[src/rtl/rip_hazard_ctrl.sv]
// rip_hazard_ctrl: decode-ready / execute-stall controller for the rip-cpu
// integer pipeline, with load-use, memory-wait and redirect-flush handling.
//
// Ports:
//   clk, rst_n               clock, asynchronous active-low reset
//   if_valid                 fetch presents a valid instruction
//   if_rs1_num, if_rs2_num   source registers of the fetched instruction
//   de_rd_num, de_load       destination / load flag of the DE/EX instruction
//   mem_req, mem_ack         memory handshake from EX
//   pc_redirect              taken branch, jump or trap resolved in EX
//   de_ready                 decode may latch the fetched instruction
//   ex_stall                 hold DE/EX and all later stage registers
//   flush                    fetch discards in-flight instruction(s)
//   mem_err                  one-cycle pulse on memory timeout
//   stall_cnt, bubble_cnt    saturating performance counters
module rip_hazard_ctrl #(
    parameter int unsigned FLUSH_CYCLES = 2,
    parameter int unsigned MEM_TIMEOUT  = 255,
    parameter int unsigned CNT_W        = 32
) (
    input  logic             clk,
    input  logic             rst_n,
    input  logic             if_valid,
    input  logic [4:0]       if_rs1_num,
    input  logic [4:0]       if_rs2_num,
    input  logic [4:0]       de_rd_num,
    input  logic             de_load,
    input  logic             mem_req,
    input  logic             mem_ack,
    input  logic             pc_redirect,
    output logic             de_ready,
    output logic             ex_stall,
    output logic             flush,
    output logic             mem_err,
    output logic [CNT_W-1:0] stall_cnt,
    output logic [CNT_W-1:0] bubble_cnt
);

    localparam int unsigned FC_W = 3;
    localparam int unsigned WT_W = 16;

    localparam logic [FC_W-1:0] FC_LOAD = FC_W'(FLUSH_CYCLES - 1);
    localparam logic [WT_W-1:0] WT_LAST = WT_W'(MEM_TIMEOUT - 1);

    typedef enum logic [1:0] {
        ST_RUN,
        ST_MEM_WAIT,
        ST_FLUSH
    } state_t;

    state_t          state_q;
    state_t          state_d;
    logic [FC_W-1:0] fcnt_q;
    logic [FC_W-1:0] fcnt_d;
    logic [WT_W-1:0] wcnt_q;
    logic [WT_W-1:0] wcnt_d;
    logic            err_q;
    logic            err_d;

    logic [CNT_W-1:0] stall_cnt_q;
    logic [CNT_W-1:0] bubble_cnt_q;

    logic lu;
    logic rd_nz;
    logic rs1_hit;
    logic rs2_hit;
    logic mem_miss;

    logic de_ready_c;
    logic ex_stall_c;
    logic flush_c;

    // Load-use hazard: the load in DE/EX writes a register the fetched
    // instruction reads. x0 never creates a dependency.
    assign rd_nz    = (de_rd_num != 5'd0);
    assign rs1_hit  = (de_rd_num == if_rs1_num);
    assign rs2_hit  = (de_rd_num == if_rs2_num);
    assign lu       = de_load & rd_nz & (rs1_hit | rs2_hit);

    // A request acked in the same cycle completes without stalling.
    assign mem_miss = mem_req & ~mem_ack;

    always_ff @(posedge clk or negedge rst_n) begin
        if (!rst_n) begin
            state_q <= ST_RUN;
            fcnt_q  <= '0;
            wcnt_q  <= '0;
            err_q   <= 1'b0;
        end else begin
            state_q <= state_d;
            fcnt_q  <= fcnt_d;
            wcnt_q  <= wcnt_d;
            err_q   <= err_d;
        end
    end

    always_comb begin
        state_d    = state_q;
        fcnt_d     = fcnt_q;
        wcnt_d     = wcnt_q;
        err_d      = 1'b0;
        de_ready_c = 1'b0;
        ex_stall_c = 1'b0;
        flush_c    = 1'b0;

        unique case (state_q)
            ST_RUN: begin
                if (pc_redirect) begin
                    flush_c = 1'b1;
                    state_d = ST_FLUSH;
                    fcnt_d  = FC_LOAD;
                end else if (mem_miss) begin
                    ex_stall_c = 1'b1;
                    state_d    = ST_MEM_WAIT;
                    wcnt_d     = '0;
                end else if (!lu) begin
                    de_ready_c = if_valid;
                end
            end

            // EX is frozen here, so a redirect raised meanwhile is held by
            // its source and taken once the stall drops.
            ST_MEM_WAIT: begin
                ex_stall_c = 1'b1;
                if (mem_ack) begin
                    state_d = ST_RUN;
                end else if (wcnt_q == WT_LAST) begin
                    err_d   = 1'b1;
                    state_d = ST_RUN;
                end else begin
                    wcnt_d = wcnt_q + WT_W'(1);
                end
            end

            // A redirect restarts the flush window; a missed memory access
            // abandons it and freezes EX just as it would from RUN.
            ST_FLUSH: begin
                flush_c = 1'b1;
                if (pc_redirect) begin
                    fcnt_d = FC_LOAD;
                end else if (mem_miss) begin
                    ex_stall_c = 1'b1;
                    state_d    = ST_MEM_WAIT;
                    wcnt_d     = '0;
                end else if (fcnt_q == '0) begin
                    state_d = ST_RUN;
                end else begin
                    fcnt_d = fcnt_q - FC_W'(1);
                end
            end

            default: begin
                state_d = ST_RUN;
            end
        endcase
    end

    // Reset gates the combinational controls so every output reads 0
    // while rst_n is low, whatever the inputs are doing.
    assign de_ready = de_ready_c & rst_n;
    assign ex_stall = ex_stall_c & rst_n;
    assign flush    = flush_c & rst_n;
    assign mem_err  = err_q;

    always_ff @(posedge clk or negedge rst_n) begin
        if (!rst_n) begin
            stall_cnt_q <= '0;
        end else if (ex_stall && (stall_cnt_q != '1)) begin
            stall_cnt_q <= stall_cnt_q + CNT_W'(1);
        end
    end

    always_ff @(posedge clk or negedge rst_n) begin
        if (!rst_n) begin
            bubble_cnt_q <= '0;
        end else if (if_valid && !de_ready && (bubble_cnt_q != '1)) begin
            bubble_cnt_q <= bubble_cnt_q + CNT_W'(1);
        end
    end

    assign stall_cnt  = stall_cnt_q;
    assign bubble_cnt = bubble_cnt_q;

endmodule
[config.mk]
export PLATFORM = sky130hd
export DESIGN_NAME = rip_hazard_ctrl
export DESIGN_NICKNAME = d
export VERILOG_FILES = /design/src/rtl/rip_hazard_ctrl.sv
export SDC_FILE = /design/constraint.sdc
export NUM_CORES = 1
export LEC_CHECK = 0
export ABC_AREA = 1
export ABC_CLOCK_PERIOD_IN_PS = 1600
export BUFFER_PORTS_ARGS = -buffer_cell sky130_fd_sc_hd__buf_2
export CAP_MARGIN = 5
export CORE_MARGIN = 3
export CORE_UTILIZATION = 52
export CTS_CLUSTER_DIAMETER = 50
export DETAILED_ROUTE_END_ITERATION = 7
export PLACE_DENSITY = 0.77
export SLEW_MARGIN = 20
export SYNTH_ARGS = -nofsm -noshare
export SYNTH_HDL_FRONTEND = slang
export SYNTH_SLANG_ARGS = --single-unit
[constraint.sdc]
create_clock -name clk -period 1.6 [get_ports clk]
set_input_delay 0.24 -clock clk [delete_from_list [all_inputs] [get_ports clk]]
set_output_delay 0.24 -clock clk [all_outputs]
set_load 0.005 [all_outputs]
==> results of run 1 <==
## routing by layer
metal	global-route usage, %	vias to the layer above	wire length, µm
li1	-	3266	-
met1	40.08	3331	8455
met2	49.82	493	10600
met3	3.913	126	2132
met4	11.19	0	1134
met5	0	-	0
## power groups by stage
stage	Sequential (µW)	Clock (µW)	Combinational (µW)
6_report	2670	1800	2510
5_1_grt	2690	1870	2690
4_1_cts	2610	1760	1960
3_5_place_dp	2640	0	1690
3_3_place_gp	2640	0	1660
2_1_floorplan	2700	0	747
## cells in the mapped netlist, drive strengths merged, types with 13 or more instances
cell	instances	share of area, %
buf	19	2.0
xnor2	13	2.0
inv	79	5.1
nand3	33	3.1
xor2	35	5.3
o21ai	31	2.7
nor3	25	2.2
nand4	43	4.8
nor2	110	7.3
nand2	346	22
dfrtp	86	37
nand3b	23	3.0
## per-stage QoR
stage	instances	TNS (ns)	hold WS, ns
CTS	1241	-2.940	0.05338
detailed placement	1195	-1.075	0.08315
global route	1258	-19.39	0.06679
global placement	1195	-0.6630	0.08338
finish	1258	-13.41	0.05039
floorplan	864	-0.7196	-0.05559
## final timing paths
kind                           startpoint        endpoint  slack (ns)
max                            state_q[0]        ex_stall       -0.30
min                           pc_redirect       fcnt_q[2]        0.05
max reg2reg                 stall_cnt[20]    stall_cnt[6]       -0.28
min reg2reg                bubble_cnt[22]  bubble_cnt[22]        0.54
max in group asynchronous           rst_n  bubble_cnt[12]        0.69
min in group asynchronous           rst_n      state_q[0]        0.34
## repair_timing
| item | in CTS | in global routing |
|---|---|---|
| hold buffers | 2 | 0 |
| endpoints found under the setup margin | 68 | 85 |
| cloned | 5 | 7 |
| endpoints found under the hold margin | 10 | 0 |
| pin swaps | 20 | 48 |
| buffers inserted | 23 | 13 |
| resized for setup | 63 | 183 |
## final cells by class
class / count / area [µm²]
sequential: 86 / 2157
multi-input combinational: 676 / 3885
inverter: 79 / 316.6
clock buffer: 9 / 123.9
timing repair buffer: 265 / 2143
tap: 136 / 170.2
fill: 591 / 1662
clock inverter: 7 / 97.59
## cells by family (layout without fill, tap and decap cells)
family / Yosys count / count (layout) / share of synthesized area, %
AOI/OAI and AO/OA: 39 / 39 / 3.677
xor gates and xnor gates: 48 / 48 / 7.266
adders and majority gates: 6 / 6 / 1.298
buffers and inverters: 102 / 360 / 7.396
DFF: 86 / 86 / 37.20
and+or+nand+nor: 583 / 583 / 43.17
## registers in the layout, indices dropped and copies added (netlist names)
register and cells:
fcnt_q 3, bubble_cnt 32, state_q 2, wcnt_q 16, mem_err 1, stall_cnt 32
==> parameters.txt, run 1 <==
Parameter                              Value

Timing
  Setup-failing EPs final    80
  Setup repair after global routing missed its margin    yes
  Final Cycle Share    118.5%
  Pins Over Slew Limit    0
  Final hold violation count    0
  Minimum period implied by the final worst setup slack    1.896 ns
  Maximum clock frequency    527.4 MHz
  Worst Skew    0.007109 ns
  Final critical-path setup slack    -0.2963 ns
  Worst slew margin relative to its limit    71.61%
  Slew at the pin with the worst max-slew slack    0.4259 ns

Power and ir drop
  Clk pwr share    25.7%
  Share of power burned in registers    38.2%
  Switching Fraction    35.50%
  Switching Power    2475 µW
  Maximum vdd drop    0.6683 mV
  Cell Pwr Density    784.1 nW/µm²
  Total leakage power    0.004666 µW
  Proportion of power drawn by combinational gates    36.0%
  Int Pwr    4498 µW
  Total power consumption of the routed design    6973 µW

Synthesis
  Average footprint of a synthesized cell    6.696 µm²
  Number of instances in the synthesized netlist    864
  FFs w/ async S/R, synth    100.0%
  Post-Syn Area    5786 µm²
  Number of synthesized register bits    86
  Synth Net Count    892
  Fraction of the yosys area taken by sequential cells    37.20%
  Post-synth top flop    sky130_fd_sc_hd__dfrtp_1
  Post-synth EDFFs    0
  Number of warning messages in the yosys log    0
  Count of distinct cell types in the synthesized netlist    32

Place
  Final estimated routing congestion in global placement    1.002
  Post-place instance area    7353 µm²
  Placed wire-length estimate    12580 µm
  I/O Buffers    89
  Pre-CTS setup slack    -0.07919 ns

Worst hold path
  Worst min-delay path category    in -> reg
  Hold path depth    2

Floorplan
  Starting Density    54.81%
  Core Area    10560 µm²
  Die footprint    12430 µm²
  DIE WIDTH    111.5 µm
  Row Count    37
  Vertical die dimension    111.5 µm
  Number of placed I/O pins    90

Clock network
  CTS Sinks    86
  TritonCTS clock tree    done
  Cell chosen for the clock root    sky130_fd_sc_hd__clkbuf_8
  Clock-pin slew on the worst setup and hold paths    0.10 ns
  Clock latency of the later-clocked register in the worst-skew pair    0.38 ns
  Maximum root-to-sink buffer count    2
  Cts bufs inserted    9
  Count of H-tree levels built during CTS    3

Critical path
  Data required time at the worst endpoint    1.36 ns
  Depth of the most critical reg-to-reg path    12
  Sequence of cells on the critical path    inv_2 > nand4_1 > a21oi_2 > buf_4 > buf_6
  Crit-path max cell delay    0.43 ns
  Max Fanout on Critical Path    3
  Arrival @ worst endpoint    1.66 ns
  Family with the most delay on the worst path    flip-flops
  Worst path bufs/invs    3
  Critical Path Source Type    flop
  WS Path Type    reg -> out
  Slowest library cell on the worst path    sky130_fd_sc_hd__dfrtp_1
  Count of cell instances traversed by the critical path    5
  Crit. End Element    output port

Layout
  Proportion of layout cells with a drive suffix above 1    39.66%
  Area growth, synth to finish    53.72%
  Utilization of the core after routing    84.26%
  Commonest non-fill, non-tap cells in the layout    sky130_fd_sc_hd__nand2_1 (265), sky130_fd_sc_hd__buf_4 (140), sky130_fd_sc_hd__nor2_1 (87), sky130_fd_sc_hd__buf_2 (87), sky130_fd_sc_hd__dfrtp_1 (82)
  Most common library cell in the layout ignoring fill and taps    sky130_fd_sc_hd__nand2_1
  Diodes inserted    0
  Final net count    1145
  Final design instance area without fill    8894 µm²

Global route
  Global-route usage over all layers    29.94%
  Antenna violations before repair    0
  Vias in the first global route    6341
  Pin count of the biggest net entering global routing    77
  Final global-route overflow total    0
  First-pass GRT wire length    30640 µm

Detailed routing
  Drt first pass iters    6
  Post-detailed-route DRC marker count    0
  Wire per inst    17.74 µm
  Vias after detailed routing    7216
  Count of nets left with antenna violations after detail routing    0
  Violation count after the first detailed-routing iteration    842
  Routed Wire Length    22320 µm
  Via count normalized by instance count    5.736

Status
  Failing checks    negative setup slack
  Run status    finished with violations

Flow run
  Maxcap violations    0
Note: power is estimated with default switching activity, not from simulation.
==> inputs of run 2 (changes only) <==
--- a/config.mk
+++ b/config.mk
@@ -14,6 +14,7 @@
 export CTS_CLUSTER_DIAMETER = 50
 export DETAILED_ROUTE_END_ITERATION = 7
 export PLACE_DENSITY = 0.77
+export REMOVE_ABC_BUFFERS = 1
 export SLEW_MARGIN = 20
 export SYNTH_ARGS = -nofsm -noshare
 export SYNTH_HDL_FRONTEND = slang
==> run 2 against run 1 <==
Net effect: the flow still finishes with violations (negative setup slack); non-clock buffer count fell by 27; register-to-register slack got worse by 0.36 ns; sequential power barely moved; total power fell by 7.5%; sequential share of layout area rose by 1.1 points; clock skew rose by 0.015 ns; clock power fell by 14%; first-iteration DRC count rose by 10%; critical path type is now reg -> reg; critical endpoint is now stall_cnt[22]; largest cell class unchanged.
==> parameters.txt, run 2 (synthesis gave the netlist of run 1 again) <==
Parameter                              Value

Timing
  Pins Over Slew Limit    0 (unchanged)
  Slew at the pin with the worst max-slew slack    0.5413 ns (+0.1154 ns)
  Setup repair after global routing missed its margin    yes
  Setup-failing EPs final    73 (-8.8%)
  Worst slew margin relative to its limit    63.58% (-8.0 points)
  Worst Skew    0.02247 ns (+0.01536 ns)
  Final hold violation count    0 (unchanged)
  Final Cycle Share    140.0% (+21 points)
  Final critical-path setup slack    -0.6400 ns (-0.3438 ns)
  Maximum clock frequency    446.4 MHz (-15%)
  Minimum period implied by the final worst setup slack    2.240 ns (+0.3438 ns)
  Setup TNS after final layout    -21.53 ns (-8.127 ns)

Place
  I/O Buffers    89 (unchanged)
  Post-place instance area    7233 µm² (-1.6%)
  Placed wire-length estimate    12710 µm (+1.0%)
  Cells after DPL    1189 (-0.50%)
  Final estimated routing congestion in global placement    0.9731 (-2.9%)

Worst hold path
  Worst min-delay path category    in -> reg

Floorplan
  DIE WIDTH    111.5 µm (unchanged)
  Core Area    10560 µm² (unchanged)
  Number of placed I/O pins    90 (unchanged)
  Vertical die dimension    111.5 µm (unchanged)
  Row Count    37 (unchanged)
  Die footprint    12430 µm² (unchanged)
  Starting Density    54.81% (unchanged)

Clock network
  CTS Sinks    86 (unchanged)
  TritonCTS clock tree    done
  Clock latency of the later-clocked register in the worst-skew pair    0.39 ns (about the same)
  Cts bufs inserted    9 (unchanged)
  Clock-pin slew on the worst setup and hold paths    0.11 ns (about the same)
  Count of H-tree levels built during CTS    3 (unchanged)
  Maximum root-to-sink buffer count    2 (unchanged)
  Cell chosen for the clock root    sky130_fd_sc_hd__clkbuf_8

Detailed routing
  Violation count after the first detailed-routing iteration    927 (+10%)
  Post-detailed-route DRC marker count    0 (unchanged)
  Routed Wire Length    22670 µm (+1.6%)
  Vias after detailed routing    7245 (+0.40%)
  Via count normalized by instance count    5.866 (+2.3%)
  Wire per inst    18.35 µm (+3.5%)
  Count of nets left with antenna violations after detail routing    0 (unchanged)
  Drt first pass iters    6 (unchanged)

Global route
  Vias in the first global route    6074 (-4.2%)
  Pin count of the biggest net entering global routing    75 (-2.6%)
  Final global-route overflow total    0 (unchanged)
  First-pass GRT wire length    29040 µm (-5.2%)
  Antenna violations before repair    0 (unchanged)
  Global-route usage over all layers    28.12% (-1.8 points)

Critical path
  Data required time at the worst endpoint    1.86 ns (+0.50 ns)
  Sequence of cells on the critical path    inv_1 > nor3_2 > nand2_1 > nor3_2 > nand2_2 > nand2_8 > buf_6 > clkinv_8 > nand2_1 > o21ai_1
  Slowest library cell on the worst path    sky130_fd_sc_hd__dfrtp_1
  Max Fanout on Critical Path    8 (+5)
  Crit. End Element    flop
  Crit-path max cell delay    0.46 ns (+0.03 ns)
  WS Path Type    reg -> reg
  Arrival @ worst endpoint    2.50 ns (+0.84 ns)
  Critical Path Source Type    flop

Layout
  Final design instance area without fill    8482 µm² (-4.6%)
  Area growth, synth to finish    46.60%
  Commonest non-fill, non-tap cells in the layout    sky130_fd_sc_hd__nand2_1 (285), sky130_fd_sc_hd__buf_4 (126), sky130_fd_sc_hd__nor2_1 (88), sky130_fd_sc_hd__buf_2 (87), sky130_fd_sc_hd__dfrtp_1 (85)
  Most common library cell in the layout ignoring fill and taps    sky130_fd_sc_hd__nand2_1
  Number of non-filler instances in the completed layout    1235 (-1.8%)
  Final net count    1121 (-2.1%)
  Proportion of layout cells with a drive suffix above 1    36.25% (-3.4 points)

Power and ir drop
  Total power consumption of the routed design    6449 µW (-7.5%)
  Cell Pwr Density    760.3 nW/µm² (-3.0%)
  Total leakage power    0.004504 µW (-3.5%)
  Maximum vdd drop    0.6782 mV (+1.5%)

Status
  Failing checks    negative setup slack
  Run status    finished with violations

Flow run
  Maxcap violations    0 (unchanged)
## run 2: path summary, 6_finish.rpt
| path | slack [ns] | endpoint | depth (start not counted) | start |
|---|---|---|---|---|
| max in group asynchronous | 0.44 | bubble_cnt[24] | 3 | rst_n |
| min in group asynchronous | 0.39 | stall_cnt[12] | 2 | rst_n |
| min | 0.06 | mem_err | 2 | mem_ack |
| max | -0.64 | stall_cnt[22] | 10 | stall_cnt[22] |
| max reg2reg | -0.64 | stall_cnt[22] | 10 | stall_cnt[22] |
| min reg2reg | 0.55 | bubble_cnt[31] | 2 | bubble_cnt[31] |
## run 2: report_power, final
part           total (µW)  internal (µW)  switching, µW
Clock                1550            720            832
Sequential           2660           2400            260
Combinational        2230           1010           1220
## run 2: layer usage
| metal | GRT usage (%) | part of all wire (%) | vias to the layer above |
|---|---|---|---|
| li1 | - | - | 3219 |
| met1 | 39.33 | 37 | 3309 |
| met2 | 44.51 | 47 | 541 |
| met3 | 5.109 | 9.7 | 176 |
| met4 | 8.921 | 6.4 | 0 |
| met5 | 0 | 0 | - |
## run 2: per-stage QoR
step	setup WS, ns	hold slack, ns	utilization (%)
global placement	-0.1438	0.07585	68.53
floorplan	-0.6392	-0.05559	-
global route	-0.6454	0.06172	80.33
detailed placement	-0.2047	0.07540	68.53
CTS	-0.1038	0.05767	72.10
finish	-0.6400	0.06266	80.36
## run 2: final cells by class
class / count / area, µm²
flip-flops and latches: 86 / 2153
inverters: 79 / 321.6
fillers: 659 / 2073
repair buffers: 238 / 1744
well taps: 136 / 170.2
multi-input cells: 676 / 3860
diodes: 1 / 2.502
clock buffers: 12 / 135.1
repair inverters: 3 / 47.55
clock inverters: 4 / 47.55
## run 2: worst max-delay path, delay by kind of cell (launching register included)
family,cells,cell delay (ns)
AND/OR/NAND/NOR,6,1.16
flip-flops,1,0.46
buffers and inverters,3,0.37
AO/OA/AOI/OAI,1,0.12
## run 2: repair_timing
item | 4_1_cts | 5_1_grt
setup endpoints to repair | 64 | 84
cloned | 0 | 7
resized for setup | 39 | 194
pin swaps | 12 | 42
hold buffers | 1 | 0
buffers inserted | 7 | 15
hold endpoints to repair | 17 | 0
